===== config.mk =====
export PLATFORM = sky130hd
export DESIGN_NAME = axi_lite_router
export DESIGN_NICKNAME = d
export VERILOG_FILES = /design/src/rtl/axi_lite_router.sv
export SDC_FILE = /design/constraint.sdc
export NUM_CORES = 1
export LEC_CHECK = 0
export ABC_AREA = 1
export CELL_PAD_IN_SITES_DETAIL_PLACEMENT = 2
export CELL_PAD_IN_SITES_GLOBAL_PLACEMENT = 2
export CORE_AREA = 2 2 277 279
export DETAILED_ROUTE_END_ITERATION = 8
export DIE_AREA = 0 0 279 281
export PLACE_DENSITY_LB_ADDON = 0.05
export RECOVER_POWER = 100
export SYNTH_ARGS = -nofsm -noshare
export SYNTH_HDL_FRONTEND = slang
export SYNTH_SLANG_ARGS = --single-unit

===== constraint.sdc =====
create_clock -name clk -period 3.6 [get_ports clk]
set_input_delay 0.9 -clock clk [delete_from_list [all_inputs] [get_ports clk]]
set_output_delay 0.9 -clock clk [all_outputs]
set_load 0.03 [all_outputs]

===== src/rtl/axi_lite_router.sv =====
`default_nettype none
// +--------------------------------------------------------------------------+
// | axi_lite_router: routes one AXI-Lite master to N_SLAVES address regions.  |
// | Rev 1.0 - initial release                                                 |
// +--------------------------------------------------------------------------+
module axi_lite_router #(
  parameter int N_SLAVES = 4,
  parameter int ADDR_W   = 32,
  parameter int DATA_W   = 32,
  parameter logic [N_SLAVES*ADDR_W-1:0] BASE_ADDR =
    {32'h4002_0000, 32'h4001_0000, 32'h4000_1000, 32'h4000_0000},
  parameter logic [N_SLAVES*ADDR_W-1:0] ADDR_MASK = {N_SLAVES{32'hFFFF_FF00}},
  parameter int TIMEOUT  = 255
) (
  input  logic                         clk,
  input  logic                         rst,
  // upstream write channels
  input  logic [ADDR_W-1:0]            s_awaddr,
  input  logic                         s_awvalid,
  output logic                         s_awready,
  input  logic [DATA_W-1:0]            s_wdata,
  input  logic                         s_wlast,
  input  logic                         s_wvalid,
  output logic                         s_wready,
  output logic [1:0]                   s_bresp,
  output logic                         s_bvalid,
  input  logic                         s_bready,
  // upstream read channels
  input  logic [ADDR_W-1:0]            s_araddr,
  input  logic                         s_arvalid,
  output logic                         s_arready,
  output logic [DATA_W-1:0]            s_rdata,
  output logic [1:0]                   s_rresp,
  output logic                         s_rlast,
  output logic                         s_rvalid,
  input  logic                         s_rready,
  // downstream ports, packed by index
  output logic [N_SLAVES*ADDR_W-1:0]   m_awaddr,
  output logic [N_SLAVES-1:0]          m_awvalid,
  input  logic [N_SLAVES-1:0]          m_awready,
  output logic [N_SLAVES*DATA_W-1:0]   m_wdata,
  output logic [N_SLAVES-1:0]          m_wlast,
  output logic [N_SLAVES-1:0]          m_wvalid,
  input  logic [N_SLAVES-1:0]          m_wready,
  input  logic [N_SLAVES*2-1:0]        m_bresp,
  input  logic [N_SLAVES-1:0]          m_bvalid,
  output logic [N_SLAVES-1:0]          m_bready,
  output logic [N_SLAVES*ADDR_W-1:0]   m_araddr,
  output logic [N_SLAVES-1:0]          m_arvalid,
  input  logic [N_SLAVES-1:0]          m_arready,
  input  logic [N_SLAVES*DATA_W-1:0]   m_rdata,
  input  logic [N_SLAVES*2-1:0]        m_rresp,
  input  logic [N_SLAVES-1:0]          m_rlast,
  input  logic [N_SLAVES-1:0]          m_rvalid,
  output logic [N_SLAVES-1:0]          m_rready
);

  localparam int SEL_W = (N_SLAVES > 1) ? $clog2(N_SLAVES) : 1;
  localparam int CNT_W = $clog2(TIMEOUT + 1);
  localparam logic [1:0] RESP_SLVERR = 2'b10;
  localparam logic [1:0] RESP_DECERR = 2'b11;
  localparam logic [CNT_W-1:0] CNT_LAST = CNT_W'(TIMEOUT - 1);

  typedef enum logic [2:0] {W_IDLE, W_ADDR, W_DATA, W_RESP, W_ERR} wr_state_e;
  typedef enum logic [1:0] {R_IDLE, R_ADDR, R_DATA, R_ERR} rd_state_e;

  // Returns {hit, index}; scanning downward lets the lowest index win.
  function automatic logic [SEL_W:0] decode(input logic [ADDR_W-1:0] addr);
    logic [SEL_W:0] res;
    res = '0;
    for (int i = N_SLAVES - 1; i >= 0; i--) begin
      if ((addr & ADDR_MASK[i*ADDR_W +: ADDR_W]) == BASE_ADDR[i*ADDR_W +: ADDR_W])
        res = {1'b1, SEL_W'(i)};
    end
    return res;
  endfunction

  // ---------------------------------------------------------------- write
  wr_state_e          wr_state_q;
  logic [ADDR_W-1:0]  wr_addr_q;
  logic [SEL_W-1:0]   wr_sel_q;
  logic [CNT_W-1:0]   wr_cnt_q;
  logic               wr_awdone_q;
  logic               wr_wdone_q;
  logic [1:0]         wr_err_q;

  logic [SEL_W:0]     wr_dec;
  logic               wr_tmo;
  logic               wr_aw_hs;
  logic               wr_w_hs;
  logic               wr_b_hs;
  logic [ADDR_W-1:0]  wr_mask;

  assign wr_dec   = decode(s_awaddr);
  assign wr_tmo   = (wr_cnt_q == CNT_LAST);
  assign wr_aw_hs = m_awready[wr_sel_q];
  assign wr_w_hs  = s_wvalid & m_wready[wr_sel_q];
  assign wr_b_hs  = m_bvalid[wr_sel_q] & s_bready;
  assign wr_mask  = ADDR_MASK[wr_sel_q*ADDR_W +: ADDR_W];

  // The done flags tell W_ERR which upstream beats are still owed after a timeout.
  always_ff @(posedge clk) begin
    if (rst) begin
      wr_state_q  <= W_IDLE;
      wr_addr_q   <= '0;
      wr_sel_q    <= '0;
      wr_cnt_q    <= '0;
      wr_awdone_q <= 1'b0;
      wr_wdone_q  <= 1'b0;
      wr_err_q    <= RESP_DECERR;
    end else begin
      case (wr_state_q)
        W_IDLE: begin
          wr_cnt_q <= '0;
          if (s_awvalid) begin
            wr_addr_q   <= s_awaddr;
            wr_sel_q    <= wr_dec[SEL_W-1:0];
            wr_awdone_q <= 1'b0;
            wr_wdone_q  <= 1'b0;
            wr_err_q    <= RESP_DECERR;
            wr_state_q  <= wr_dec[SEL_W] ? W_ADDR : W_ERR;
          end
        end
        W_ADDR: begin
          if (wr_aw_hs) begin
            wr_state_q <= W_DATA;
            wr_cnt_q   <= '0;
          end else if (wr_tmo) begin
            wr_state_q <= W_ERR;
            wr_err_q   <= RESP_SLVERR;
            wr_cnt_q   <= '0;
          end else begin
            wr_cnt_q <= wr_cnt_q + CNT_W'(1);
          end
        end
        W_DATA: begin
          if (wr_w_hs) begin
            wr_state_q <= W_RESP;
            wr_cnt_q   <= '0;
          end else if (wr_tmo) begin
            wr_state_q  <= W_ERR;
            wr_err_q    <= RESP_SLVERR;
            wr_awdone_q <= 1'b1;
            wr_cnt_q    <= '0;
          end else begin
            wr_cnt_q <= wr_cnt_q + CNT_W'(1);
          end
        end
        W_RESP: begin
          if (wr_b_hs) begin
            wr_state_q <= W_IDLE;
            wr_cnt_q   <= '0;
          end else if (wr_tmo) begin
            wr_state_q  <= W_ERR;
            wr_err_q    <= RESP_SLVERR;
            wr_awdone_q <= 1'b1;
            wr_wdone_q  <= 1'b1;
            wr_cnt_q    <= '0;
          end else begin
            wr_cnt_q <= wr_cnt_q + CNT_W'(1);
          end
        end
        W_ERR: begin
          wr_cnt_q <= '0;
          if (s_awvalid && !wr_awdone_q) wr_awdone_q <= 1'b1;
          if (s_wvalid && !wr_wdone_q)   wr_wdone_q  <= 1'b1;
          if (wr_awdone_q && wr_wdone_q && s_bready) wr_state_q <= W_IDLE;
        end
        default: wr_state_q <= W_IDLE;
      endcase
    end
  end

  always_comb begin
    s_awready = 1'b0;
    s_wready  = 1'b0;
    s_bvalid  = 1'b0;
    s_bresp   = 2'b00;
    m_awaddr  = '0;
    m_awvalid = '0;
    m_wdata   = '0;
    m_wlast   = '0;
    m_wvalid  = '0;
    m_bready  = '0;
    if (!rst) begin
      case (wr_state_q)
        W_ADDR: begin
          m_awvalid[wr_sel_q]                   = 1'b1;
          m_awaddr[wr_sel_q*ADDR_W +: ADDR_W]   = wr_addr_q & ~wr_mask;
          s_awready                             = m_awready[wr_sel_q];
        end
        W_DATA: begin
          m_wvalid[wr_sel_q]                    = s_wvalid;
          m_wdata[wr_sel_q*DATA_W +: DATA_W]    = s_wdata;
          m_wlast[wr_sel_q]                     = s_wlast;
          s_wready                              = m_wready[wr_sel_q];
        end
        W_RESP: begin
          s_bvalid           = m_bvalid[wr_sel_q];
          s_bresp            = m_bresp[wr_sel_q*2 +: 2];
          m_bready[wr_sel_q] = s_bready;
        end
        W_ERR: begin
          s_awready = !wr_awdone_q;
          s_wready  = !wr_wdone_q;
          s_bvalid  = wr_awdone_q & wr_wdone_q;
          s_bresp   = (wr_awdone_q & wr_wdone_q) ? wr_err_q : 2'b00;
        end
        default: ;
      endcase
    end
  end

  // ----------------------------------------------------------------- read
  rd_state_e          rd_state_q;
  logic [ADDR_W-1:0]  rd_addr_q;
  logic [SEL_W-1:0]   rd_sel_q;
  logic [CNT_W-1:0]   rd_cnt_q;
  logic               rd_ardone_q;
  logic [1:0]         rd_err_q;

  logic [SEL_W:0]     rd_dec;
  logic               rd_tmo;
  logic               rd_ar_hs;
  logic               rd_r_hs;
  logic [ADDR_W-1:0]  rd_mask;

  assign rd_dec   = decode(s_araddr);
  assign rd_tmo   = (rd_cnt_q == CNT_LAST);
  assign rd_ar_hs = m_arready[rd_sel_q];
  assign rd_r_hs  = m_rvalid[rd_sel_q] & s_rready;
  assign rd_mask  = ADDR_MASK[rd_sel_q*ADDR_W +: ADDR_W];

  always_ff @(posedge clk) begin
    if (rst) begin
      rd_state_q  <= R_IDLE;
      rd_addr_q   <= '0;
      rd_sel_q    <= '0;
      rd_cnt_q    <= '0;
      rd_ardone_q <= 1'b0;
      rd_err_q    <= RESP_DECERR;
    end else begin
      case (rd_state_q)
        R_IDLE: begin
          rd_cnt_q <= '0;
          if (s_arvalid) begin
            rd_addr_q   <= s_araddr;
            rd_sel_q    <= rd_dec[SEL_W-1:0];
            rd_ardone_q <= 1'b0;
            rd_err_q    <= RESP_DECERR;
            rd_state_q  <= rd_dec[SEL_W] ? R_ADDR : R_ERR;
          end
        end
        R_ADDR: begin
          if (rd_ar_hs) begin
            rd_state_q <= R_DATA;
            rd_cnt_q   <= '0;
          end else if (rd_tmo) begin
            rd_state_q <= R_ERR;
            rd_err_q   <= RESP_SLVERR;
            rd_cnt_q   <= '0;
          end else begin
            rd_cnt_q <= rd_cnt_q + CNT_W'(1);
          end
        end
        R_DATA: begin
          if (rd_r_hs) begin
            rd_state_q <= R_IDLE;
            rd_cnt_q   <= '0;
          end else if (rd_tmo) begin
            rd_state_q  <= R_ERR;
            rd_err_q    <= RESP_SLVERR;
            rd_ardone_q <= 1'b1;
            rd_cnt_q    <= '0;
          end else begin
            rd_cnt_q <= rd_cnt_q + CNT_W'(1);
          end
        end
        R_ERR: begin
          rd_cnt_q <= '0;
          if (s_arvalid && !rd_ardone_q) rd_ardone_q <= 1'b1;
          if (rd_ardone_q && s_rready)   rd_state_q  <= R_IDLE;
        end
        default: rd_state_q <= R_IDLE;
      endcase
    end
  end

  always_comb begin
    s_arready = 1'b0;
    s_rvalid  = 1'b0;
    s_rdata   = '0;
    s_rresp   = 2'b00;
    s_rlast   = 1'b0;
    m_araddr  = '0;
    m_arvalid = '0;
    m_rready  = '0;
    if (!rst) begin
      case (rd_state_q)
        R_ADDR: begin
          m_arvalid[rd_sel_q]                 = 1'b1;
          m_araddr[rd_sel_q*ADDR_W +: ADDR_W] = rd_addr_q & ~rd_mask;
          s_arready                           = m_arready[rd_sel_q];
        end
        R_DATA: begin
          s_rvalid           = m_rvalid[rd_sel_q];
          s_rdata            = m_rdata[rd_sel_q*DATA_W +: DATA_W];
          s_rresp            = m_rresp[rd_sel_q*2 +: 2];
          s_rlast            = m_rlast[rd_sel_q];
          m_rready[rd_sel_q] = s_rready;
        end
        R_ERR: begin
          s_arready = !rd_ardone_q;
          s_rvalid  = rd_ardone_q;
          s_rresp   = rd_ardone_q ? rd_err_q : 2'b00;
          s_rlast   = rd_ardone_q;
        end
        default: ;
      endcase
    end
  end

endmodule
`default_nettype wire


==> flow_summary_export.csv <==
group,metric,value,unit
floorplan,die_h,281,um
route,dr_total_vias,9586,
sta,drv_slew,0,
synth,seq_area_frac_synth,12.7,%
sta,slew_headroom,43.4,%
synth,yosysTopAreaCell,"buf_4",
worst_setup_path,critPathKind,"in -> out",
finish,layout-drive-gt1-share,15.3,%
synth,ys_warn_count,0,
global_route,grt_pass1_vias,9924,
placement,dpl.cell_count,2768,
floorplan,start_util,9.62,%
synth,ys_async_sr_fraction,0,%
route,dr.pass1.iters,4,
power_and_ir_drop,power,2.66,mW
global_route,use_met1,16.0,%
sta,tightest_slew,0.849,ns
synth,synthFlopType,"dfxtp_1",
synth,synthTopCellsByCount,"nor2_1 (315), buf_4 (193), nand2_1 (124)",
global_route,grt-busiest-layer,"met2",
floorplan,core_area,75400,um^2
synth,yosysMostFrequentCell,"nor2_1",
floorplan,io_pins,722,
clock_tree,cts_sinks,46,
global_route,met2_usage,26.7,%
run_status,status,"finished, final reports clean",
route,via_per_inst,3.45,
synth,netlist_instances,1273,
sta,rsz0062_at_grt,"no",
global_route,grt.total_usage,13.7,%
route,drt-total-wl,56.8,mm
global_route,antenna_found_initial,6,
finish,fill_cells,9270,
worst_setup_path,arrival,2.49,ns
clock_tree,clock-root-buffer,"clkbuf_16",
worst_setup_path,cp.required,2.70,ns
clock_tree,clkLatencyLatePin,0.31,ns
global_route,overflow,0,
sta,hold_viol,0,
finish,syn2layout_area_growth,69.6,%
run,maxCapViolCount,0,
route,drt_iter0_drc,263,
route,routedWlPerCell,20.4,um
sta,hold_ws,0.484,ns
synth,yosys_register_bits,46,
sta,fin_crit,3.39,ns
worst_setup_path,crit_path_start_kind,"input port",
placement,post-dp-hpwl,48.9,mm
hold_path,hold_path.class,"reg -> reg",
clock_tree,cts_max_level,2,
power_and_ir_drop,power.density,217,nW/um^2
clock_tree,cts_tree,"done",
worst_setup_path,endpoint_kind,"primary output",
sta,fin_skew,0.0149,ns
floorplan,row_count,101,
synth,synth.distinct_cells,41,
synth,syn_area_per_cell,5.70,um^2
finish,fin_nets,2088,
global_route,grt_use_met3,2.17,%
route,drc_errors,0,
global_route,grt_max_degree,81,
clock_tree,postCtsSetupBuffers,0,
worst_setup_path,worst-path-max-fanout,20,
synth,synth_edf_count,0,
sta,fmax,295,MHz
sta,fin_crit_sh,94.2,%
clock_tree,clk_path_buf_depth,2,
finish,layout.cells.non_filler,2779,
synth,synth_top_area_share,20.0,%
sta,final-setup-viol-count,0,
floorplan,dieArea,78400,um^2
route,antenna_left,0,
clock_tree,post_cts_resized,2,
placement,gp_congestion,0.775,
floorplan,die_w,279,um
synth,syn_area,7250,um^2
power_and_ir_drop,vdd_drop_max,0.147,mV
clock_tree,ctsHoldBuffers,0,
global_route,grt_pass1_wl,77.7,mm
synth,synth.area.top_cells,"buf_4 (20%), nor2_1 (16%), dfxtp_1 (13%), o21ai_0 (6.8%), nand2_1 (6.4%)",
clock_tree,cts_made_buffers,5,
clock_tree,clk_pin_slew,0.07,ns
worst_setup_path,r2r_slack,1.56,ns
placement,numPortBuffers,529,
power_and_ir_drop,leakage,5.17,nW
-- through the flow --
step	instance area, um^2	setup WS, ns	setup TNS (ns)	util (%)
after CTS	13200	0.197	0	17.5
final	12300	0.210	0	16.3
after floorplan	7970	-0.225	-0.451	-
after detailed placement	13000	-0.242	-0.891	17.3
after global routing	12300	0.0365	0	16.3
after global placement	13000	-0.281	-0.281	17.3
-- routing by layer --
metal	wire length [um]	vias up
met2	31200	250
met4	378	2
li1	-	4729
met1	23000	4589
met5	10	-
met3	2160	16
-- worst paths after layout --
check,end,depth (start not counted),start
hold / removal,rd_cnt_q[0],1,rd_cnt_q[0]
setup reg to reg,rd_cnt_q[4],8,rd_sel_q[0]
setup / recovery,m_wdata[117],8,rst
hold reg to reg,rd_cnt_q[0],1,rd_cnt_q[0]
-- cells in the final DEF, fill, tap and decap left out, types with 2 or more instances in the layout --
cell type,Yosys,layout
o21ai_1,5,3
a21oi_1,71,71
nor3_1,85,86
nor4_1,4,4
buf_4,193,41
nor2_1,315,318
nand4_1,12,13
clkbuf_1,22,87
clkbuf_16,0,5
o22ai_1,6,6
clkbuf_4,0,2
clkdlybuf4s50_1,0,261
buf_12,0,28
xnor2_1,3,3
clkbuf_2,0,143
nor2_2,9,6
dlymetal6s2s_1,0,3
ha_1,19,19
xor2_1,8,8
conb_1,1,192
nand2_1,124,125
nor3_4,2,2
nor3_2,22,21
inv_2,19,17
inv_1,101,103
o21ai_0,99,101
a31oi_1,3,3
dfxtp_2,0,2
dfxtp_1,46,44
nand3_1,53,54
dlygate4sd3_1,0,9
diode_2,0,3
-- flip-flops by register name, summed over array words and instances (netlist names), 2 cells and up --
| name | cells |
|---|---|
| wr_addr_q | 8 |
| rd_sel_q | 2 |
| wr_sel_q | 2 |
| wr_state_q | 3 |
| rd_cnt_q | 8 |
| wr_cnt_q | 8 |
| rd_state_q | 2 |
| rd_addr_q | 8 |
-- critical path, stage by stage --
cell and delay (ns):
dlygate4sd2_1 0.33, inv_2 0.12, nand2_1 0.13, nor3_4 0.19
buf_4 0.13, inv_2 0.16, nor3_1 0.25, clkbuf_2 0.25
-- cells by family after synthesis --
| kind of cell | synth area share, % |
|---|---|
| other | 0.0517 |
| flip-flops | 12.7 |
| buffers and inverters | 29.9 |
| adder cells (fa/ha/maj) | 3.28 |
| XOR/XNOR | 1.33 |
| AO/OA/AOI/OAI | 13.3 |
| AND/OR/NAND/NOR | 39.4 |
-- where the power goes --
group	internal, mW	switching, mW	total, mW
Clock	0.330	0.244	0.574
Combinational	0.512	0.945	1.46
Sequential	0.575	0.0583	0.633
Total	1.42	1.25	2.66
-- final cells by class --
cell class / instances / area [um^2] / share of cell area, %
Antenna cell: 3 / 7.51 / 0.0610
Clock buffer: 6 / 129 / 1.05
Clock inverter: 2 / 37.5 / 0.305
Inverter: 121 / 454 / 3.69
Multi-Input combinational cell: 1047 / 4850 / 39.4
Sequential cell: 46 / 923 / 7.50
Tap cell: 978 / 1220 / 9.94
Timing Repair Buffer: 576 / 4690 / 38.1
(Power assumes the default switching activity.)
